==> src/rtl/regfile_multiport.sv <==
// Multi-port register file: one write port, two combinational read ports,
// optional write-to-read bypass, optional hardwired-zero r0 and a bulk-clear engine.
module regfile_multiport #(
   parameter int DATA_W   = 16,
   parameter int NUM_REGS = 16,
   parameter int ADDR_W   = 4,
   parameter int BYPASS   = 1,
   parameter int ZERO_R0  = 0
) (
   input  logic              clk,
   input  logic              reset,
   input  logic              wr_en,
   input  logic [ADDR_W-1:0] wr_addr,
   input  logic [DATA_W-1:0] wr_data,
   input  logic [ADDR_W-1:0] rd_addr_a,
   output logic [DATA_W-1:0] rd_data_a,
   input  logic [ADDR_W-1:0] rd_addr_b,
   output logic [DATA_W-1:0] rd_data_b,
   input  logic              clr_req,
   output logic              clr_busy,
   output logic              clr_done,
   output logic [1:0]        dbg_state
);

   typedef enum logic [1:0] {
      ST_IDLE  = 2'd0,
      ST_CLEAR = 2'd1,
      ST_DONE  = 2'd2
   } state_t;

   localparam logic [ADDR_W:0]   NUM_REGS_C = (ADDR_W+1)'(NUM_REGS);
   localparam logic [ADDR_W-1:0] LAST_PTR   = ADDR_W'(NUM_REGS-1);

   state_t            r_state;
   state_t            w_state_nxt;
   logic [ADDR_W-1:0] r_ptr;
   logic [DATA_W-1:0] r_mem [NUM_REGS];
   logic              w_wr_ok;

   function automatic logic in_range(input logic [ADDR_W-1:0] a);
      return ({1'b0, a} < NUM_REGS_C);
   endfunction

   function automatic logic is_zero_reg(input logic [ADDR_W-1:0] a);
      return (ZERO_R0 != 0) && (a == '0);
   endfunction

   // A write only lands (and only forwards) when the clear engine is idle.
   assign w_wr_ok = wr_en && (r_state == ST_IDLE) && in_range(wr_addr) && !is_zero_reg(wr_addr);

   always_comb begin
      rd_data_a = '0;
      if (in_range(rd_addr_a) && !is_zero_reg(rd_addr_a)) begin
         if ((BYPASS != 0) && w_wr_ok && (wr_addr == rd_addr_a)) rd_data_a = wr_data;
         else                                                    rd_data_a = r_mem[rd_addr_a];
      end
   end

   always_comb begin
      rd_data_b = '0;
      if (in_range(rd_addr_b) && !is_zero_reg(rd_addr_b)) begin
         if ((BYPASS != 0) && w_wr_ok && (wr_addr == rd_addr_b)) rd_data_b = wr_data;
         else                                                    rd_data_b = r_mem[rd_addr_b];
      end
   end

   always_ff @(posedge clk or negedge reset) begin
      if (!reset) r_state <= ST_IDLE;
      else        r_state <= w_state_nxt;
   end

   always_comb begin
      w_state_nxt = r_state;
      case (r_state)
         ST_IDLE:  if (clr_req) w_state_nxt = ST_CLEAR;
         ST_CLEAR: if (r_ptr == LAST_PTR) w_state_nxt = ST_DONE;
         ST_DONE:  w_state_nxt = ST_IDLE;
         default:  w_state_nxt = ST_IDLE;
      endcase
   end

   // Pointer saturates at the last register so it never indexes past the file.
   always_ff @(posedge clk or negedge reset) begin
      if (!reset) begin
         r_ptr <= '0;
      end else if ((r_state == ST_IDLE) && clr_req) begin
         r_ptr <= '0;
      end else if ((r_state == ST_CLEAR) && (r_ptr != LAST_PTR)) begin
         r_ptr <= r_ptr + 1'b1;
      end
   end

   always_ff @(posedge clk or negedge reset) begin
      if (!reset) begin
         for (int i = 0; i < NUM_REGS; i++) r_mem[i] <= '0;
      end else if (r_state == ST_CLEAR) begin
         r_mem[r_ptr] <= '0;
      end else if (w_wr_ok) begin
         r_mem[wr_addr] <= wr_data;
      end
   end

   assign clr_busy  = (r_state == ST_CLEAR);
   assign clr_done  = (r_state == ST_DONE);
   assign dbg_state = r_state;

endmodule

==> config.mk <==
export PLATFORM = sky130hd
export DESIGN_NAME = regfile_multiport
export DESIGN_NICKNAME = d
export VERILOG_FILES = /design/src/rtl/regfile_multiport.sv
export SDC_FILE = /design/constraint.sdc
export NUM_CORES = 1
export LEC_CHECK = 0
export BUFFER_PORTS_ARGS = -buffer_cell sky130_fd_sc_hd__buf_2
export CORE_MARGIN = 2
export CORE_UTILIZATION = 47
export CTS_BUF_LIST = sky130_fd_sc_hd__clkbuf_8
export CTS_CLUSTER_DIAMETER = 200
export DETAILED_ROUTE_END_ITERATION = 8
export GPL_TIMING_DRIVEN = 1
export MAX_ROUTING_LAYER = met4
export SLEW_MARGIN = 5
export SYNTH_ARGS = -nofsm -noshare
export SYNTH_HDL_FRONTEND = slang
export SYNTH_SLANG_ARGS = --single-unit
==> constraint.sdc <==
create_clock -name clk -period 4.1 [get_ports clk]
set_input_delay 0.41 -clock clk [delete_from_list [all_inputs] [get_ports clk]]
set_output_delay 0.41 -clock clk [all_outputs]
set_load 0.005 [all_outputs]
Yosys cells after proc, flatten, opt, wreduce, memory -nomap -nowiden
Cells that the tools add are included.
{ "classes": {"muxes": 20, "magnitude_cmp": 6, "mul": 0, "n_eq_ne": 8, "reduce_logical": 11, "n_shift": 0, "add_sub_neg": 1, "div_mod_pow": 0, "n_bitwise": 6} }
{ "ops": {"columns": ["op", "count"], "rows": [
  ["256-bit two-way mux", 2],
  ["256-bit AND", 1],
  ["256-bit bitwise mux", 1],
  ["256-bit NOT", 1],
  ["16-bit binary-select mux with 4-bit select", 2],
  ["16-bit demux with 4-bit select", 2],
  ["16-bit two-way mux", 8],
  ["5-bit >= comparator, second input constant", 4],
  ["4-bit NOT with 5-bit output", 4],
  ["5-bit by 1-bit < comparator with 1-bit output, second input constant", 2],
  ["4-bit equality test", 2],
  ["4-bit two-way mux", 2],
  ["1-bit logical AND", 7],
  ["4-bit by 1-bit adder with 4-bit output, second input constant", 1],
  ["4-bit equality test, second input constant", 1],
  ["2-bit two-way mux", 2],
  ["4-bit != test, second input constant", 1],
  ["2-bit one-hot mux with 2 select lines", 1],
  ["2-bit nonzero test", 2],
  ["2-bit by 1-bit equality test with 1-bit output, second input constant", 1],
  ["2-bit equality test, second input constant", 1],
  ["2-bit zero test", 1],
  ["2-bit by 1-bit != test with 1-bit output, second input constant", 1],
  ["2-bit != test, second input constant", 1],
  ["2-bit AND reduction", 1]
]} }
{ "totals": {"in_bits": 32, "ram_bits": 0, "latchBits": 0, "register_bits": 262, "memories": 0, "wordCells": 70, "rom_bits": 0, "output_inout_bits": 36} }

Longest topological paths before layout
{ "depth": {"depth_word": 8, "depth_mapped": 7, "depth_no_buf": 5} }

Worst setup path after synthesis
OpenSTA, ideal clock, no wires.
{ "synth_path": {"path_type": "input-to-output", "start": "input rd_addr_a[2]", "end": "output rd_data_a[10]", "path_stages": 7, "t_required_ps": 3690, "path_slack_ps": 1696, "arrival_ps": 1994, "cell_sequence": "buf_4 buf_2 buf_1 mux4_2 mux2i_1 mux2i_1 mux2_2"} }
{ "synth_between": {"elab_chain_len": 5, "word_cells_on_any_way": 7, "classes_between": "1 x eq/ne; 4 x mux; 1 x bitwise; 1 x reduce/logical"} }
{ "synth_rtl": {"columns": ["item", "line", "rtl"], "rows": [
  ["start: declaration", "15", "input logic [ADDR_W-1:0] rd_addr_a,"],
  ["4-bit NOT with 5-bit output (implied by the code)", "55", "else rd_data_a = r_mem[rd_addr_a];"],
  ["16-bit binary-select mux with 4-bit select", "55", null],
  ["16-bit two-way mux (implied by the code) (2 in a row)", "55", null],
  ["16-bit two-way mux (*)", "54", "if ((BYPASS != 0) && w_wr_ok && (wr_addr == rd_addr_a)) rd_data_a = wr_data;"],
  ["end: declaration", "16", "output logic [DATA_W-1:0] rd_data_a,"]
]} }
Mark *: on every way between the ends. The rest lies on a longest branch, timed or not. The select of a mux whose other input is x is not followed.

Final worst setup path
{ "layout_path": {"start": "register r_state[1] (netlist: dbg_state[1])", "end": "output rd_data_a[8]"} }
{ "layout_between": {"elab_chain_len": 4} }
{ "layout_rtl": {"columns": ["item", "line", "rtl"], "rows": [
  ["start: declaration", "34", "state_t r_state;"],
  ["start signal: assignment", "69", "else r_state <= w_state_nxt;"],
  ["2-bit zero test", "49", "assign w_wr_ok = wr_en && (r_state == ST_IDLE) && in_range(wr_addr) && !is_zero_reg(wr_addr);"],
  ["1-bit logical AND", "49", null],
  ["1-bit logical AND", "54", null],
  ["16-bit two-way mux", "54", null]
]} }
Every way passes these cells.

==> results.tsv <==
stage	metric	value	unit
floorplan	core footprint	0.0298	sq mm
floorplan	width of the die	178	um
cts	clock buffer depth	3	
floorplan	die outline area	0.0318	sq mm
global_route	largest net degree at the start of global routing	123	
critical_path	Worst Path Max Fanout	16	
job	number of max-cap violations	0	
synth	per-instance average area after synthesis	14.7	sq um
min_path	min-delay worst type	input port to register	
cts	total of hold buffers inserted after clock tree synthesis	1	
synth	instance count of the mapped netlist	969	
placed_design	final estimated routing congestion in global placement	0.813	
timing	Highest Clock Rate	0.324	GHz
synth	number of flip-flops and latches in the synthesized netlist	262	
synth	number of nets produced by synthesis	1006	
synth	part of the Yosys area used for sequential elements	45.9	%
layout	non-filler cells, final	1439	
critical_path	critical path's largest stage delay	640	ps
power_and_ir_drop	power density normalized to cell area	587	mW/mm^2
cts	post-CTS setup buffer count	0	
placed_design	# port buffers	67	
global_route	wire length of the first global-routing pass	71.0	mm
floorplan	Rows	63	
critical_path	crit path cell chain	nor3b_1, nand2_1, mux2_2, buf_2	
synth	yosys synthesis warning count	0	
placed_design	Cell Area, Placed	0.0151	sq mm
floorplan	Initial Util	48.0	%
critical_path	Crit path max-delay family	simple AND/OR/NAND/NOR gates	
power_and_ir_drop	IR drop worst, VDD	0.000414	V
critical_path	Critical Path AT	2670	ps
drt	Post-Route WL	46.8	mm
drt	post-DR wirelength/cell	32.5	um
global_route	total overflow reported by the global router	0	
cts	CTS-repair resized insts	0	
drt	DR vias	10141	
cts	source-to-sink clock delay at the later pin of the worst-skew pair	570	ps
synth	cell area after technology mapping	0.0143	sq mm
timing	post-route setup TNS	0	ps
timing	final worst path period share	75.2	%
cts	number of H-tree levels	2	
timing	Hold Worst Slack	260	ps
drt	initial detailed-routing violation count	1151	
global_route	antenna violations before repair	0	
floorplan	y dimension of the die	178	um
timing	max_slew headroom	32.7	%
layout	Post-layout nets	1049	
timing	Pins Over Slew Limit	0	
layout	post-route cell area	0.0160	sq mm
layout	antenna diode count	0	
critical_path	Setup Crit Path Kind	register to output pin	
power_and_ir_drop	Pleak	0.00739	uW
critical_path	worst path required time	3690	ps
layout	commonest non-fill, non-tap cells in the layout	sky130_fd_sc_hd__dfrtp_1 (262), sky130_fd_sc_hd__a22o_1 (256), sky130_fd_sc_hd__mux4_2 (129)	
layout	Area Overhead vs Synth	12.3	%
synth	Most used DFF post-synth	sky130_fd_sc_hd__dfrtp_1	
drt	number of DRC violations after detailed routing	0	
global_route	vias in the first global route	10525	
placed_design	Detailed Place HPWL	27.7	mm
cts	clock root buffer	sky130_fd_sc_hd__clkbuf_8	
cts	clock-pin slew on the worst setup and hold paths	50	ps
drt	Vias per Instance	7.05	
critical_path	Critical path buffers and inverters	1	
cts	TritonCTS clock tree	built	
floorplan	count of pins on the block boundary	68	
cts	clock buffer count from CTS	47	
global_route	total track usage	31.5	%
synth	share of synthesized registers carrying an async set or reset	100	%
timing	worst slew pin tran	1010	ps
drt	Pre-antenna DRT Iters	5	
run_status	run status	complete, no violations	
drt	final antenna-violating net count	0	
timing	Hold Vio Cnt, Final	0	
timing	number of failing setup endpoints in the final timing report	0	
cts	number of sinks handled by clock tree synthesis	262	
layout	proportion of layout cells with a drive suffix above 1	35.6	%
synth	number of distinct library cells after synthesis	36	
layout	most common cell after layout, fill and taps aside	sky130_fd_sc_hd__dfrtp_1	
layout	Finished Core Util	53.9	%
critical_path	nature of the critical path startpoint	register	
timing	RSZ-0062 raised after global routing	false	
timing	minimum clock period after layout	3080	ps
synth	Post-synth EDFFs	0	
critical_path	Worst path slowest cell	sky130_fd_sc_hd__nand2_1	
placed_design	number of placed instances, taps included	1352	
critical_path	type of destination of the critical path	output pin	
timing	Worst Skew	15.1	ps
==> worst register-to-register path, delay by kind of cell, from the launching register on <==
kind,cells,cell delay [ps]
compound gates,2,600
buf+inv,1,400
flops,1,440
simple gates,2,1150
==> cell usage after synthesis, types with 5 or more instances <==
cell type	count	area [sq um]
sky130_fd_sc_hd__buf_1	29	109
sky130_fd_sc_hd__buf_2	41	205
sky130_fd_sc_hd__xor2_1	9	78.8
sky130_fd_sc_hd__a31oi_4	6	128
sky130_fd_sc_hd__nor3_4	6	97.6
sky130_fd_sc_hd__mux2_2	32	360
sky130_fd_sc_hd__a22o_1	256	2240
sky130_fd_sc_hd__nand2_1	6	22.5
sky130_fd_sc_hd__clkbuf_1	39	146
sky130_fd_sc_hd__mux2i_1	93	931
sky130_fd_sc_hd__ha_1	5	62.6
sky130_fd_sc_hd__nor3_2	6	60.1
sky130_fd_sc_hd__mux4_2	129	2910
sky130_fd_sc_hd__dfrtp_1	262	6560
==> cells by family (layout without fill, tap and decap cells) <==
group	count (synthesis)	count (layout)	share of synthesized area, %
AO/OA/AOI/OAI	273	273	17.2
flip-flops	262	262	45.9
multiplexers	254	254	29.4
buffers and inverters	119	199	3.72
AND/OR/NAND/NOR	46	46	2.76
XOR/XNOR	10	10	0.613
adder cells (fa/ha/maj)	5	5	0.438
==> through the flow <==
step | worst slack (ps) | total power (uW)
detailed placement | 1020 | 6870
global route | 930 | 9860
finish | 1020 | 9410
floorplan | 1700 | 5850
CTS | 1010 | 9420
global placement | 1040 | 6830
==> final cells by class <==
class | instances | area [sq um]
fill | 2460 | 13700
multi-input combinational | 588 | 7280
sequential | 262 | 6560
timing repair buffer | 109 | 761
clock buffer | 55 | 757
tap | 390 | 488
clock inverter | 31 | 196
inverter | 4 | 15.0
==> final timing paths <==
check / startpoint / endpoint / slack (ps) / cells past startpoint
worst max-delay path: dbg_state[1] / rd_data_a[8] / 1020 / 4
worst min-delay path: clr_req / dbg_state[0] / 260 / 4
worst max register to register: dbg_state[1] / r_mem[127] / 1380 / 5
worst min register to register: r_mem[188] / r_mem[188] / 520 / 1
max in group asynchronous: reset / r_mem[112] / 2600 / 3
min in group asynchronous: reset / r_mem[245] / 520 / 2
==> registers in the layout, indices dropped and copies added (netlist names) <==
name and cells:
r_mem 256, r_ptr 4, dbg_state 2
==> metal layers <==
metal | track usage (%) | vias to the layer above | wire (um)
met1 | 46.6 | 5379 | 20500
met5 | - | - | 0
li1 | - | 4050 | -
met3 | 6.99 | 104 | 4450
met4 | 9.96 | 0 | 1500
met2 | 43.5 | 608 | 20400
==> power breakdown <==
group | switching [uW] | internal, uW | leakage [uW] | total, uW
combinational | 1390 | 1520 | 0.00326 | 2910
clock | 1170 | 1350 | 0.000543 | 2520
sequential | 655 | 3330 | 0.00359 | 3990
total | 3210 | 6200 | 0.00739 | 9410
Note: power is estimated with default switching activity, not from simulation.
